File: config.mk
export PLATFORM = sky130hd
export DESIGN_NAME = fetch_stage_ctrl
export DESIGN_NICKNAME = d
export VERILOG_FILES = /design/src/rtl/fetch_stage_ctrl.sv
export SDC_FILE = /design/constraint.sdc
export NUM_CORES = 1
export LEC_CHECK = 0
export CAP_MARGIN = 30
export CORE_AREA = 5 5 143 145
export DETAILED_ROUTE_END_ITERATION = 10
export DIE_AREA = 0 0 148 150
export HOLD_SLACK_MARGIN = 0.02
export PLACE_DENSITY = 0.71
export RECOVER_POWER = 25
export REMOVE_ABC_BUFFERS = 1
export SLEW_MARGIN = 20
export SYNTH_ARGS = -nofsm -noshare
export SYNTH_HDL_FRONTEND = slang
export SYNTH_SLANG_ARGS = --single-unit
File: constraint.sdc
create_clock -name clk_i -period 3.3 [get_ports clk_i]
set_input_delay 0.33 -clock clk_i [delete_from_list [all_inputs] [get_ports clk_i]]
set_output_delay 0.33 -clock clk_i [all_outputs]
set_load 0.05 [all_outputs]
File: src/rtl/fetch_stage_ctrl.sv
// IF stage: owns the PC, drives a multi-cycle instruction memory and the IF/ID register.
// Buffers one response that lands during a stall; responses to flushed requests are discarded.
module fetch_stage_ctrl #(
  parameter logic [31:0] RESET_PC  = 32'h00000000,
  parameter logic [31:0] NOP_INSTR = 32'h00000013
) (
  input  logic        clk_i,
  input  logic        rst_i,
  input  logic        start_i,
  input  logic        Stall_i,
  input  logic        Flush_i,
  input  logic [31:0] target_i,
  output logic        imem_req_o,
  output logic [31:0] imem_addr_o,
  input  logic        imem_ack_i,
  input  logic [31:0] imem_data_i,
  output logic [31:0] pc_o,
  output logic [31:0] instr_o,
  output logic        valid_o,
  output logic        fetch_busy_o
);

  typedef enum logic [1:0] {S_IDLE, S_FETCH, S_HOLD, S_DROP} state_e;

  state_e      state_q, state_d;
  logic [31:0] pc_q, pc_d;
  logic [31:0] redir_q, redir_d;
  logic [31:0] buf_pc_q, buf_pc_d;
  logic [31:0] buf_instr_q, buf_instr_d;
  logic [31:0] ifid_pc_q, ifid_pc_d;
  logic [31:0] ifid_instr_q, ifid_instr_d;
  logic        ifid_vld_q, ifid_vld_d;
  logic        ld_mem, ld_buf;

  always_comb begin
    state_d     = state_q;
    pc_d        = pc_q;
    redir_d     = redir_q;
    buf_pc_d    = buf_pc_q;
    buf_instr_d = buf_instr_q;
    ld_mem      = 1'b0;
    ld_buf      = 1'b0;

    case (state_q)
      S_IDLE: begin
        if (Flush_i) pc_d = target_i;
        if (start_i) state_d = S_FETCH;
      end
      S_FETCH: begin
        if (imem_ack_i) begin
          if (Flush_i) begin
            pc_d = target_i;
          end else if (Stall_i) begin
            buf_pc_d    = pc_q;
            buf_instr_d = imem_data_i;
            pc_d        = pc_q + 32'd4;
            state_d     = S_HOLD;
          end else begin
            ld_mem = 1'b1;
            pc_d   = pc_q + 32'd4;
          end
        end else if (Flush_i) begin
          // Address must stay put until the ack, so park the redirect.
          redir_d = target_i;
          state_d = S_DROP;
        end
      end
      S_HOLD: begin
        if (Flush_i) begin
          pc_d    = target_i;
          state_d = S_FETCH;
        end else if (!Stall_i) begin
          ld_buf  = 1'b1;
          state_d = S_FETCH;
        end
      end
      S_DROP: begin
        if (Flush_i) redir_d = target_i;
        if (imem_ack_i) begin
          pc_d    = Flush_i ? target_i : redir_q;
          state_d = S_FETCH;
        end
      end
      default: state_d = S_IDLE;
    endcase

    ifid_pc_d    = ifid_pc_q;
    ifid_instr_d = ifid_instr_q;
    ifid_vld_d   = ifid_vld_q;
    if (Flush_i) begin
      ifid_pc_d    = 32'd0;
      ifid_instr_d = NOP_INSTR;
      ifid_vld_d   = 1'b0;
    end else if (!Stall_i) begin
      if (ld_mem) begin
        ifid_pc_d    = pc_q;
        ifid_instr_d = imem_data_i;
        ifid_vld_d   = 1'b1;
      end else if (ld_buf) begin
        ifid_pc_d    = buf_pc_q;
        ifid_instr_d = buf_instr_q;
        ifid_vld_d   = 1'b1;
      end else begin
        ifid_pc_d    = 32'd0;
        ifid_instr_d = NOP_INSTR;
        ifid_vld_d   = 1'b0;
      end
    end
  end

  always_ff @(posedge clk_i) begin
    if (rst_i) begin
      state_q      <= S_IDLE;
      pc_q         <= RESET_PC;
      redir_q      <= RESET_PC;
      buf_pc_q     <= 32'd0;
      buf_instr_q  <= NOP_INSTR;
      ifid_pc_q    <= 32'd0;
      ifid_instr_q <= NOP_INSTR;
      ifid_vld_q   <= 1'b0;
    end else begin
      state_q      <= state_d;
      pc_q         <= pc_d;
      redir_q      <= redir_d;
      buf_pc_q     <= buf_pc_d;
      buf_instr_q  <= buf_instr_d;
      ifid_pc_q    <= ifid_pc_d;
      ifid_instr_q <= ifid_instr_d;
      ifid_vld_q   <= ifid_vld_d;
    end
  end

  assign imem_req_o   = (state_q == S_FETCH) || (state_q == S_DROP);
  assign fetch_busy_o = imem_req_o;
  assign imem_addr_o  = pc_q;
  assign pc_o         = ifid_pc_q;
  assign instr_o      = ifid_instr_q;
  assign valid_o      = ifid_vld_q;

endmodule

======== Word-level counts from Yosys, hierarchy flattened ========
Cells that the tools add are included.
cells by class
  eq/ne operators ......................... 12
  $add $sub $neg .......................... 1
  reductions and logical operators ........ 9
  muxes and demuxes ....................... 28
  bitwise logic cells ..................... 1
operators with widths
  cell                   number
  $mux 32                10
  $pmux 32 s3            1
  $pmux 32 s2            1
  $add 32x3->32 const B  1
  $mux 2                 8
  $ne 3x3->1 const B     4
  $ne 2x2->1 const B     4
  $pmux 2 s4             1
  $mux 1                 7
  $reduce_and 6->1       1
  $eq 2x2->1 const B     2
  $reduce_and 4->1       1
  $reduce_or 2->1        2
  $reduce_and 3->1       1
  $eq 2x1->1 const B     1
  $logic_not 2->1        1
  $ne 2x1->1 const B     1
  $reduce_and 2->1       1
  $reduce_bool 2->1      1
  $logic_or 1x1->1       1
  $not 1->1              1
storage, ports and cells
  output and inout port bits .............. 99
  input port bits ......................... 70
  bits in registers ....................... 195

======== Longest topological paths before layout ========
  word-level depth ........................ 5
  mapped depth ............................ 8

======== Least setup slack after synthesis ========
OpenSTA, ideal clock, no wires.
  path kind ............................... register -> register
  start ................................... reg pc_q[4], in the netlist imem_addr_o[4]
  end ..................................... reg pc_q[31], in the netlist imem_addr_o[31]
  setup slack ............................. 1191 ps
  cell stages (with the launch flop) ...... 9
  required time ........................... 3214 ps
  arrival ................................. 2023 ps
  cells stage by stage .................... dfxtp_1 > buf_2 > and4_1 > buf_6 > and4_1 > buf_2 > nand4_1 > xor2_1 > a211oi_1
on the way
  cells in the longest elaborated chain, start to end .. 4
RTL lines
  element                 line    RTL
  start, declared         26      logic [31:0] pc_q, pc_d;
  start signal, assigned  123     pc_q <= pc_d;
  $add 32x3->32           56, 60
  $mux 32                 51      if (Flush_i) begin
  $mux 32                 50      if (imem_ack_i) begin
  $pmux 32 s3             44      case (state_q)
Every way passes these cells. The select of a mux whose other input is x is not followed.
A chain may end at the register's enable or synchronous reset.

======== Worst setup path in the final report ========
  start ................................... reg state_q[1]
  end ..................................... reg buf_pc_q[13]
on the way
  cells in the longest elaborated chain, start to end .. 2
RTL lines
  element                     line  RTL
  start, declared             25    state_e state_q, state_d;
  start signal, assigned      122   state_q <= state_d;
  $eq 2x1->1                  44
  $reduce_and 4->1 (no line)  n/a
  end signal, assigned        125   buf_pc_q <= buf_pc_d;
  end, declared               28    logic [31:0] buf_pc_q, buf_pc_d;
Every way passes these cells.

==> flow_summary_export.csv <==
group,metric,value,unit
worst_hold_path,holdPathStages,2,
logic_synthesis,yosysMostFrequentCell,"sky130_fd_sc_hd__nand2_1",
setup_path,path_delay_family,"simple AND/OR/NAND/NOR gates",
sta,worst-slew-pin-transition,0.799,ns
routing,route.vias.total,8122,
sta,final-setup-viol-count,0,
sta,finalHoldViolations,0,
routing,average_wire_length_per_cell_after_detail_routing,18.3,microns
cells_and_area,nets,1214,
routing,drt-total-wl,25.5,mm
run,cap_violations,0,
sta,clock.fmax,424,MHz
sta,rsz0062_at_grt,"false",
cts,cts_hold_buf,0,
global_route,grt_antenna_before_repair,1,
routing,initialDrtViolationCount,1052,
setup_path,path_buf_inv,2,
setup_path,worst_ep_required_time,3.58,ns
floorplanning,floorplan.core_area,19100,sq um
setup_path,crit_path_end_kind,"flip-flop",
setup_path,timing_worst_setup_path_type,"flip-flop to flip-flop",
setup_path,start_kind,"flip-flop",
global_route,grt_pass1_vias,7539,
power_and_ir_drop,power.density_cell_area,498,nW/um^2
setup_path,worstPathCellList,"nand2b_1 > clkbuf_1 > nor2_1 > nand3_4 > buf_4 > nand2_1 > a21oi_1",
sta,final-max-slew-violation-count,0,
cts,clock_tree_from_tritoncts,"done",
setup_path,worst_r2r_path_depth,7,
floorplanning,die_h,150,microns
logic_synthesis,yosys_warnings,0,
logic_synthesis,synth-seq-cells,195,
cells_and_area,area_growth,27.6,%
cells_and_area,register_area,3900,sq um
sta,fin_crit_sh,71.5,%
placed_design,buffer_ports.inserted,168,
power_and_ir_drop,vdd_ir_drop_max,0.333,mV
cts,clock_sink_count,195,
setup_path,critical_path_peak_fanout,32,
logic_synthesis,synth-async-reset-ratio,0,%
sta,timing.slew.headroom,46.7,%
sta,post-route-min-period,2.36,ns
global_route,track_usage,22.4,%
cts,htree_num_levels,4,
placed_design,gp_congestion,0.860,
power_and_ir_drop,cellLeakagePower,3.77,nW
floorplanning,std_cell_rows,51,
logic_synthesis,avgSynthCellArea,8.20,sq um
floorplanning,die_w,148,microns
placed_design,post-dp-hpwl,16.4,mm
logic_synthesis,netlist_instances,1027,
cts,clk_pin_slew_worst_paths,0.07,ns
cells_and_area,final_layout_size_suffix_gt1_share,6.92,%
setup_path,max_stage_delay,0.44,ns
sta,finClkSkew,0.00857,ns
logic_synthesis,number_of_enable_type_register_cells_in_the_synthesized_netlist,0,
sta,whs,0.326,ns
logic_synthesis,synth_seq_area_share,46.4,%
cts,cts_buffers,17,
cts,ctsResizeCount,0,
global_route,grt_start_max_net_pins,71,
logic_synthesis,synth.top_cell.area_share,46.4,%
cts,post_cts_setup_driven_buffer_insertion_count,0,
global_route,global_route.overflow_total,0,
setup_path,worst_path_max_delay_cell,"sky130_fd_sc_hd__nand3_4",
logic_synthesis,yosys.area.top_type,"sky130_fd_sc_hd__dfxtp_1",
logic_synthesis,synth_top_flop_cell,"sky130_fd_sc_hd__dfxtp_1",
logic_synthesis,synth_common_cells,"sky130_fd_sc_hd__nand2_1, sky130_fd_sc_hd__dfxtp_1, sky130_fd_sc_hd__a21oi_1",
cells_and_area,final_standard_cell_utilization_of_the_core,56.3,%
routing,drt_drc_violations_left,0,
cts,clock-root-buffer,"sky130_fd_sc_hd__clkbuf_16",
global_route,global_route_wire_length_before_repair,40.6,mm
floorplanning,io_pins,169,
routing,drt_pre_antenna_iters,7,
worst_hold_path,hold_class,"input pin to flip-flop",
cells_and_area,layout.filler_cells,1763,
routing,residual_antenna_violating_net_count_after_detailed_routing,0,
logic_synthesis,netlist_area_before_placement,8420,sq um
floorplanning,die_area,22200,sq um
setup_path,worst_path_depth,7,
cts,cts.path.max_buffers,2,
logic_synthesis,synth_cell_type_count,52,
floorplanning,floorplan.initialDensity,44.1,%
run_status,status,"complete, no violations",
routing,detail_route.vias_per_cell,5.82,
power_and_ir_drop,finalPower,5.35,mW
logic_synthesis,synthTopCellsByArea,"sky130_fd_sc_hd__dfxtp_1, sky130_fd_sc_hd__nand2_1, sky130_fd_sc_hd__a21oi_1, sky130_fd_sc_hd__a222oi_1, sky130_fd_sc_hd__nor2_1",
cells_and_area,multiInputGateArea,4030,sq um
cts,clk_latency,0.43,ns
setup_path,worst_ep_arrival_time,2.64,ns
==> placed cells by master (no fill, tap or decap), drive strengths merged, types with 3 or more instances in the layout <==
cell / instances
nand2: 208
dfxtp: 195
a21oi: 122
nor2: 121
clkdlybuf4s50: 118
a222oi: 61
dlygate4sd3: 48
o21ai: 45
buf: 28
nand3: 23
clkbuf: 19
o22ai: 18
o221ai: 17
xnor2: 14
nand4: 12
nor3: 11
a221oi: 11
xor2: 10
inv: 9
a211oi: 7
clkinv: 7
and3: 5
nor4: 5
nand2b: 4
mux2i: 4
and4: 4
or4: 3
nor2b: 3
a21o: 3
and2: 3
==> area by class of cell <==
cell class	count	area share (%)
tap	238	2.77
timing repair buffer	196	17.6
antenna	1	0.0233
clock inverter	15	1.62
multi-input combinational	728	37.5
inverter	5	0.175
clock buffer	17	3.96
sequential	195	36.3
==> final timing paths <==
kind / slack, ns / to / from
worst max-delay path: 0.94 / buf_pc_q[13] / state_q[1]
worst min-delay path: 0.33 / redir_q[10] / rst_i
worst max register to register: 0.94 / buf_pc_q[13] / state_q[1]
worst min register to register: 0.45 / redir_q[15] / redir_q[15]
==> worst reg2reg max path: cells and delay by family, from the launching register on <==
family	cells	cell delay, ns
AOI/OAI and AO/OA	1	0.06
buffers and inverters	2	0.72
and+or+nand+nor	4	1.11
DFF	1	0.31
==> power by group <==
| group | switching [mW] | total, mW | internal [mW] |
|---|---|---|---|
| combinational | 0.453 | 0.722 | 0.269 |
| sequential | 0.117 | 2.54 | 2.42 |
| clock | 0.956 | 2.10 | 1.14 |
| total | 1.53 | 5.35 | 3.83 |
==> sequential cells by signal, indices dropped and copies added (netlist names) <==
name / cells
buf_instr_q: 32
buf_pc_q: 32
imem_addr_o: 32
instr_o: 32
pc_o: 32
redir_q: 32
state_q: 2
valid_o: 1
==> metal layers <==
metal	global-route usage, %	share of wire (%)
met3	5.00	7.8
met1	30.1	44
met4	6.93	2.3
met5	0	0
met2	36.1	46
==> through the flow <==
step / TNS (ns) / cell area (sq um) / setup WS, ns / cells
floorplan: -266.30 / 7920 / -2.13 / 928
global placement: 0 / 10100 / 0.572 / 1361
detailed placement: 0 / 10100 / 0.409 / 1361
CTS: 0 / 10700 / 0.841 / 1393
global route: 0 / 10700 / 0.826 / 1395
finish: 0 / 10700 / 0.941 / 1395
==> cells by family after synthesis <==
family | share of synthesized area [%]
simple gates | 21.0
compound gates | 23.1
flops | 46.4
buf+inv | 6.14
xor+xnor | 2.50
mux | 0.743
fa+ha+maj | 0.149
Power figures use the tool's default switching activity.
